<file path="src/rtl/mult_seq_ctrl.sv">
// Sequential 32x32 unsigned shift-and-add multiplier controller (MULTU).
// Steps the shared external adder once per cycle and returns the 64-bit product on hi/lo.
module mult_seq_ctrl #(
    parameter int WIDTH = 32
) (
    input  logic             clk,
    input  logic             reset,
    input  logic             start,
    input  logic             abort,
    input  logic [WIDTH-1:0] src_a,
    input  logic [WIDTH-1:0] src_b,
    output logic             busy,
    output logic             done,
    output logic [WIDTH-1:0] hi,
    output logic [WIDTH-1:0] lo,
    output logic [WIDTH-1:0] add_a,
    output logic [WIDTH-1:0] add_b,
    output logic             add_cin,
    input  logic [WIDTH-1:0] add_sum,
    input  logic             add_cout
);

    localparam int CNT_W = $clog2(WIDTH);
    localparam logic [CNT_W-1:0] LAST_ITER = CNT_W'(WIDTH - 1);

    typedef enum logic [1:0] {
        IDLE = 2'd0,
        RUN  = 2'd1,
        DONE = 2'd2
    } state_t;

    state_t             state;
    state_t             state_nxt;
    logic [WIDTH-1:0]   mcand;
    logic [2*WIDTH-1:0] prod;
    logic [2*WIDTH-1:0] prod_upd;
    logic [CNT_W-1:0]   cnt;
    logic               capture;
    logic               step;
    logic               finish;

    // The adder carry-out becomes the new top bit, so the full 64-bit range is exact.
    assign prod_upd = {add_cout, add_sum, prod[WIDTH-1:1]};
    assign add_cin  = 1'b0;

    always_comb begin
        state_nxt = state;
        busy      = 1'b0;
        done      = 1'b0;
        add_a     = '0;
        add_b     = '0;
        capture   = 1'b0;
        step      = 1'b0;
        finish    = 1'b0;
        case (state)
            IDLE: begin
                // abort outranks start, so a simultaneous request captures nothing
                if (start && !abort) begin
                    capture   = 1'b1;
                    state_nxt = RUN;
                end
            end
            RUN: begin
                busy  = 1'b1;
                add_a = prod[2*WIDTH-1:WIDTH];
                add_b = prod[0] ? mcand : '0;
                if (abort) begin
                    state_nxt = IDLE;
                end else begin
                    step = 1'b1;
                    if (cnt == LAST_ITER) begin
                        finish    = 1'b1;
                        state_nxt = DONE;
                    end
                end
            end
            DONE: begin
                busy      = 1'b1;
                done      = 1'b1;
                state_nxt = IDLE;
            end
            default: state_nxt = IDLE;
        endcase
    end

    always_ff @(posedge clk) begin
        if (reset) begin
            state <= IDLE;
            cnt   <= '0;
            mcand <= '0;
            prod  <= '0;
            hi    <= '0;
            lo    <= '0;
        end else begin
            state <= state_nxt;
            if (capture) begin
                mcand <= src_a;
                prod  <= {{WIDTH{1'b0}}, src_b};
                cnt   <= '0;
            end
            if (step) begin
                prod <= prod_upd;
                cnt  <= cnt + 1'b1;
            end
            // hi/lo are written only here, so an aborted run leaves the last result intact
            if (finish) begin
                hi <= prod_upd[2*WIDTH-1:WIDTH];
                lo <= prod_upd[WIDTH-1:0];
            end
        end
    end

endmodule
</file>
<file path="config.mk">
export PLATFORM = sky130hd
export DESIGN_NAME = mult_seq_ctrl
export DESIGN_NICKNAME = d
export VERILOG_FILES = /design/src/rtl/mult_seq_ctrl.sv
export SDC_FILE = /design/constraint.sdc
export NUM_CORES = 1
export LEC_CHECK = 0
export BUFFER_PORTS_ARGS = -buffer_cell sky130_fd_sc_hd__buf_4
export CORE_MARGIN = 4
export CORE_UTILIZATION = 40
export DETAILED_ROUTE_END_ITERATION = 16
export GPL_ROUTABILITY_DRIVEN = 0
export PLACE_DENSITY = 0.69
export REMOVE_ABC_BUFFERS = 1
export SETUP_SLACK_MARGIN = 0.02
export SKIP_CTS_REPAIR_TIMING = 1
export SYNTH_ARGS = -nofsm -noshare
export SYNTH_HDL_FRONTEND = slang
export SYNTH_SLANG_ARGS = --single-unit
</file>
<file path="constraint.sdc">
create_clock -name clk -period 1.6 [get_ports clk]
set_input_delay 0 -clock clk [delete_from_list [all_inputs] [get_ports clk]]
set_output_delay 0 -clock clk [all_outputs]
set_load 0.1 [all_outputs]
</file>
==> flow_summary.ini, run 1 <==
[synthesis]
synth_top_family_by_area = simple AND/OR/NAND/NOR gates
synthTopCellsByArea = dfxtp_1 (51%), nand2_1 (15%), a21oi_1 (7.6%)
ys.flop_type = dfxtp_1
syn_avg_cell_area_um2 = 8.30
yosys_register_bits = 167
yosys_warnings = 0
synthSimpleGateAreaFrac_pct = 24.9
synth_compound_area_share_pct = 17.4
synth_most_common_cell = nand2_1
synth-xor-area-share_pct = 0.134
muxShareOfSynthArea_pct = 0
synth_cell_type_count = 30
syn_area_um2 = 6530
synth_largest_area_cell = dfxtp_1
async_flop_share_pct = 0
ys_top_cells_by_count = nand2_1 (257), dfxtp_1 (167), a21oi_1 (99), a22o_1 (35), and3_1 (33)
synth_top_cell_area_share_pct = 51.2
synth_edf_count = 0
synth_cells = 787
synth_adder_area_share_pct = 0.958
ys_seq_area_share_pct = 51.2

[finish]
drive_above_1_share_pct = 49.7
syn_to_final_growth_pct = 99.2
nNetsFinal = 1249
fill_cells = 773

[sta]
finalWorstPathRequiredPeriod_ps = 1770
setup_viol = 192
fin_setup_tns_ps = -12740
hold_ws_ps = 83.6
fin_crit_sh_pct = 111
hold_viol = 0
postLayoutSetupSlackWorst_ps = -170
fmax_mhz = 565
rsz0062_at_grt = yes
drv_slew = 0
relSlewSlack_pct = 42.7
tightest_slew_ps = 860
finalClockSkew_ps = 16.8

[drt]
drt_iter0_drc = 474
drc = 0
viasPerCell = 5.62
firstDrtPassIters = 5
via_count = 7719
finalWirelength_mm = 31.1
wl_per_cell_um = 22.6
drtAntennaViolNets = 0

[placement]
dp_worst_setup_slack_ps = -138
port_buffers = 230
place_hpwl_mm = 12.4

[critical_path]
crit_path_cell_trace = inv_1 > ha_2 > and3b_2 > buf_12 > buf_12 > nor3_1 > a311oi_2
arrival_ps = 2050
start_kind = flip-flop
reg2reg_depth = 7
rrSetupSlack_ps = -170
critPathMaxStageDelay_ps = 370
required_ps = 1880
reg2reg_to = prod[2]$_SDFFE_PP0P_
cpMostUsedCell = buf_12
crit_slowest_cell = dfxtp_2
r2r-start = state[0]$_SDFFE_PP0P_
worstPathMaxFanout = 15
end_kind = flip-flop
critical_path_class = flip-flop to flip-flop

[power]
pwr-share-seq_pct = 43.3
leakagePower_uw = 0.00530
irDropWorstVdd_uv = 752
combPwrFrac_pct = 15.2
p_per_area_nw_per_um2 = 787
switching_share_pct = 26.1
intPower_uw = 7560
power_switching_uw = 2670
clkPwrFrac_pct = 41.5

[floorplan]
rows = 46
core-area_um2 = 15900
die_height_um = 136
die_area_um2 = 18400
ioPinCount = 232
dieWidth_um = 136
start_util_pct = 41.0

[hold_path]
hold_end = cnt[0]$_SDFFE_PP0P_
min_from = abort
hold_depth = 5
hp-class = input pin to flip-flop

[global_route]
antenna_found_initial = 1
grt_pass1_vias = 5777
grt_overflow = 0
grtUsageTotal_pct = 19.8
grt_first_pass_wirelength_mm = 29.4
grt_max_degree = 62

[clocking]
clock_path_buffers = 2
h-tree-depth = 4
clock_latency_ps = 430
cts_num_sinks = 167
cts_buffers = 17
clk_pin_slew_ps = 60
root_buffer = clkbuf_16
tritoncts = yes

[status]
run_status = finished with violations
violations = negative setup slack

[job]
maxCapViolCount = 0
power groups by stage:
stage	Combinational, µW	Clock [µW]	Sequential, µW
global placement	884	0	4470
detailed placement	892	0	4480
CTS	895	4250	4390
floorplan	422	0	4460
global route	1620	4420	4440
finish	1560	4250	4430
worst max path at each step:
stage | from | to | slack [ps] | depth (start not counted)
after global placement | state[1]$_SDFFE_PP0P_ | prod[26]$_SDFFE_PP0P_ | -10 | 6
after floorplan | state[1]$_SDFFE_PP0P_ | cnt[1]$_SDFFE_PP0P_ | -3040 | 5
after detailed placement | state[1]$_SDFFE_PP0P_ | prod[30]$_SDFFE_PP0P_ | -140 | 6
after global routing | state[0]$_SDFFE_PP0P_ | prod[2]$_SDFFE_PP0P_ | -230 | 7
final | state[0]$_SDFFE_PP0P_ | prod[2]$_SDFFE_PP0P_ | -170 | 7
after CTS | state[1]$_SDFFE_PP0P_ | add_a[10] | -320 | 5
logic make-up after synthesis:
logic type               count (synthesis)
AO/OA/AOI/OAI                          173
XOR/XNOR                                 1
adder cells (fa/ha/maj)                  5
buffers and inverters                   73
flip-flops                             167
other                                    1
AND/OR/NAND/NOR                        367
metrics by stage:
stage	total power, µW	area, µm²	std cells	utilization, %
global placement	5360	8550	1189	53.6
detailed placement	5370	8550	1189	53.6
CTS	9530	9150	1221	57.4
floorplan	4890	6190	716	-
finish	10200	13000	1373	81.6
global route	10500	13000	1373	81.6
layout make-up:
type                    count  area, µm²  area share [%]
inverters                   2       10.0          0.0769
diodes                      1       2.50          0.0192
multi-input cells         547       3930            30.2
well taps                 216        270            2.08
repair buffers            408       4850            37.3
clock buffers              23        488            3.75
flip-flops and latches    167       3350            25.7
clock inverters             9        114           0.875
layout by cell type, fill, tap and decap left out, types with 3 or more instances in the layout:
master         synthesis  routed
dfxtp_2                0       4
inv_6                  0       3
and2_4                 0      32
buf_12                 0      85
a311oi_1              32      23
nor3_4                 1       3
a311oi_2               0       9
buf_8                  0       6
a22o_1                35      35
nand2b_1               4       3
clkbuf_16              0      38
a21oi_1               99      43
nor3_1                32      22
ha_4                   0       3
nand2_4                0      53
clkbuf_8               0       4
and3_4                 0      33
buf_6                  5      12
nand2_1              257     179
a21oi_2                0      56
buf_4                  2     185
dfxtp_1              167     163
nand2_2                0      25
dlygate4sd3_1          0      98
nor3_2                 0       8
clkinvlp_4             0       3
critical path: cells and delay by family, from the launching register on:
kind	cells	cell delay, ps
fa+ha+maj	1	220
simple gates	2	550
flops	1	370
buf+inv	3	390
compound gates	1	100
registers in the layout (all words and copies together) (netlist names):
signal / flops
mcand: 32
hi: 32
state: 2
lo: 32
prod: 64
cnt: 5
layer usage:
layer  part of all wire, %  wire length [µm]  GRT usage (%)  vias up
met3                   7.8              2430           5.42      116
met4                   4.2              1300           6.10        0
met2                    51             15700           32.5      450
met1                    37             11600           25.5     3742
li1                      -                 -              -     3411
met5                     0                 0              0        -
Note: power is estimated with default switching activity, not from simulation.
==> run 2, diff against run 1 <==
- CELL_PAD_IN_SITES_DETAIL_PLACEMENT: default -> 0
- CELL_PAD_IN_SITES_GLOBAL_PLACEMENT: default -> 1
- CORE_UTILIZATION: 40 -> 32
- PLACE_DENSITY: 0.69 -> default
- PLACE_DENSITY_LB_ADDON: default -> 0.1
==> run 2 against run 1 <==
Compared with the run above:
- the run ends with negative hold slack, negative setup slack left
- largest cell class unchanged
- register-to-register slack better by 120 ps
- combinational power is 8% lower
- via count is 12% lower
- sequential power hardly changed
- design area is 4.2% lower
- highest routed layer unchanged
- routed wire length is 19% lower
- critical path type is now flip-flop to output pin
- first-iteration DRC count is 37% lower
- largest power group unchanged
- critical endpoint is now add_a[0]
==> flow_summary.ini, run 2 (same netlist as run 1, synthesis figures left out) <==
[finish]
mostFrequentLayoutCells = nand2_1 (200), buf_4 (186), dfxtp_1 (163), dlygate4sd3_1 (97), buf_12 (81)
nNetsFinal = 1235
regArea_um2 = 3350
largest_reg_flops = 64
top_register = prod
multi_input_area_um2 = 3650
fill_cells = 1686
syn_to_final_growth_pct = 91.0
final_common_cell = nand2_1
final_cells = 1407
drive_above_1_share_pct = 43.2
diodes = 0

[drt]
via_count = 6803
viasPerCell = 4.84
wl_per_cell_um = 17.9
firstDrtPassIters = 4
drt_iter0_drc = 300
drtAntennaViolNets = 0
finalWirelength_mm = 25.1
drc = 0

[critical_path]
arrival_ps = 1680
reg2reg_depth = 8
rrSetupSlack_ps = -50
critical_path_class = flip-flop to output pin
crit_path_cell_trace = inv_4 > ha_4 > buf_6 > clkbuf_16 > and2_4 > buf_12
r2r-start = cnt[1]$_SDFFE_PP0P_
worstPathMaxFanout = 9
reg2reg_to = hi[27]$_SDFFE_PP0P_
critPathMaxStageDelay_ps = 330
crit_buf_inv = 4
critical_path.top_delay_family = buffers and inverters
required_ps = 1600
start_kind = flip-flop
crit_slowest_cell = dfxtp_2
end_kind = output pin

[sta]
fmax_mhz = 597
fin_crit_sh_pct = 105
setup_viol = 102
finalWorstPathRequiredPeriod_ps = 1680
drv_slew = 0
relSlewSlack_pct = 56.1
hold_viol = 1
rsz0062_at_grt = yes
postLayoutSetupSlackWorst_ps = -75.8
tightest_slew_ps = 659
hold_ws_ps = -2.87
finalClockSkew_ps = 16.2

[status]
violations = negative hold slack, negative setup slack
run_status = finished with violations

[floorplan]
rows = 51
ioPinCount = 232
core-area_um2 = 19800
dieWidth_um = 151
die_area_um2 = 22800
die_height_um = 151
start_util_pct = 33.0

[global_route]
grtUsageTotal_pct = 17.5
grt_first_pass_wirelength_mm = 31.6
grt_overflow = 0
antenna_found_initial = 0
grt_max_degree = 107
grt_pass1_vias = 5788

[clocking]
clock_latency_ps = 430
root_buffer = clkbuf_16
clock_path_buffers = 2
clk_pin_slew_ps = 60
cts_num_sinks = 167
h-tree-depth = 4
tritoncts = yes
cts_buffers = 17

[placement]
port_buffers = 230
place_hpwl_mm = 13.3
placedCellCount = 1241

[power]
irDropWorstVdd_uv = 678
p_per_area_nw_per_um2 = 800
power_uw = 9970
leakagePower_uw = 0.00512

[hold_path]
min_from = start
hold_end = state[1]$_SDFFE_PP0P_
hold_depth = 4
hp-class = input pin to flip-flop

[job]
maxCapViolCount = 0
==> run 2: cell count changes in the layout (fill, tap and decap cells not counted), sizes merged <==
| cell | delta |
|---|---|
| diode | -1 |
| buf | -6 |
| clkinv | +4 |
| clkbuf | -12 |
| clkinvlp | +1 |
| dlygate4sd3 | -1 |
==> run 2: report_power, final <==
group | internal [µW] | switching [µW] | leakage [µW] | total [µW]
sequential | 4300 | 111 | 0.00136 | 4410
combinational | 733 | 696 | 0.00349 | 1430
clock | 2350 | 1780 | 0.000279 | 4130
==> run 2: worst min-delay path, delay by kind of cell <==
family | cells | cell delay, ps
buf+inv | 1 | 90
simple gates | 1 | 80
compound gates | 2 | 200
==> run 2: area by class of cell <==
cell class | instances | share of cell area, %
inverter | 2 | 0.100
timing repair buffer | 394 | 36.4
clock buffer | 18 | 3.52
clock inverter | 14 | 1.19
tap | 265 | 2.66
sequential | 167 | 26.9
multi-input combinational | 547 | 29.3
==> run 2: how the worst max path moves through the flow <==
stage,cells after the start,end,slack [ps],from
final,6,add_a[0],-80,state[1]$_SDFFE_PP0P_
after global routing,5,add_b[12],-140,state[1]$_SDFFE_PP0P_
after CTS,6,add_a[8],-270,state[1]$_SDFFE_PP0P_
after detailed placement,7,lo[3]$_SDFFE_PP0P_,-40,cnt[0]$_SDFFE_PP0P_
after global placement,7,hi[0]$_SDFFE_PP0P_,-2,cnt[0]$_SDFFE_PP0P_
after floorplan,5,cnt[1]$_SDFFE_PP0P_,-3040,state[1]$_SDFFE_PP0P_
==> run 2: layer usage <==
layer / track usage, % / share of wire [%] / vias up
met5: 0 / 0 / -
met4: 6.12 / 1.6 / 0
met3: 4.43 / 4.7 / 24
met2: 27.5 / 50 / 181
met1: 23.5 / 43 / 3220
li1: - / - / 3378
==> run 2: per-stage QoR <==
| stage | utilization (%) | setup TNS [ps] | instance area (µm²) | setup WS (ps) |
|---|---|---|---|---|
| final | 63.0 | -3600 | 12500 | -75.8 |
| after CTS | 46.7 | -16510 | 9240 | -272 |
| after floorplan | - | -338740 | 6190 | -3040 |
| after detailed placement | 43.7 | -1020 | 8650 | -36.9 |
| after global placement | 43.7 | -1.84 | 8650 | -1.84 |
| after global routing | 63.0 | -13520 | 12500 | -144 |
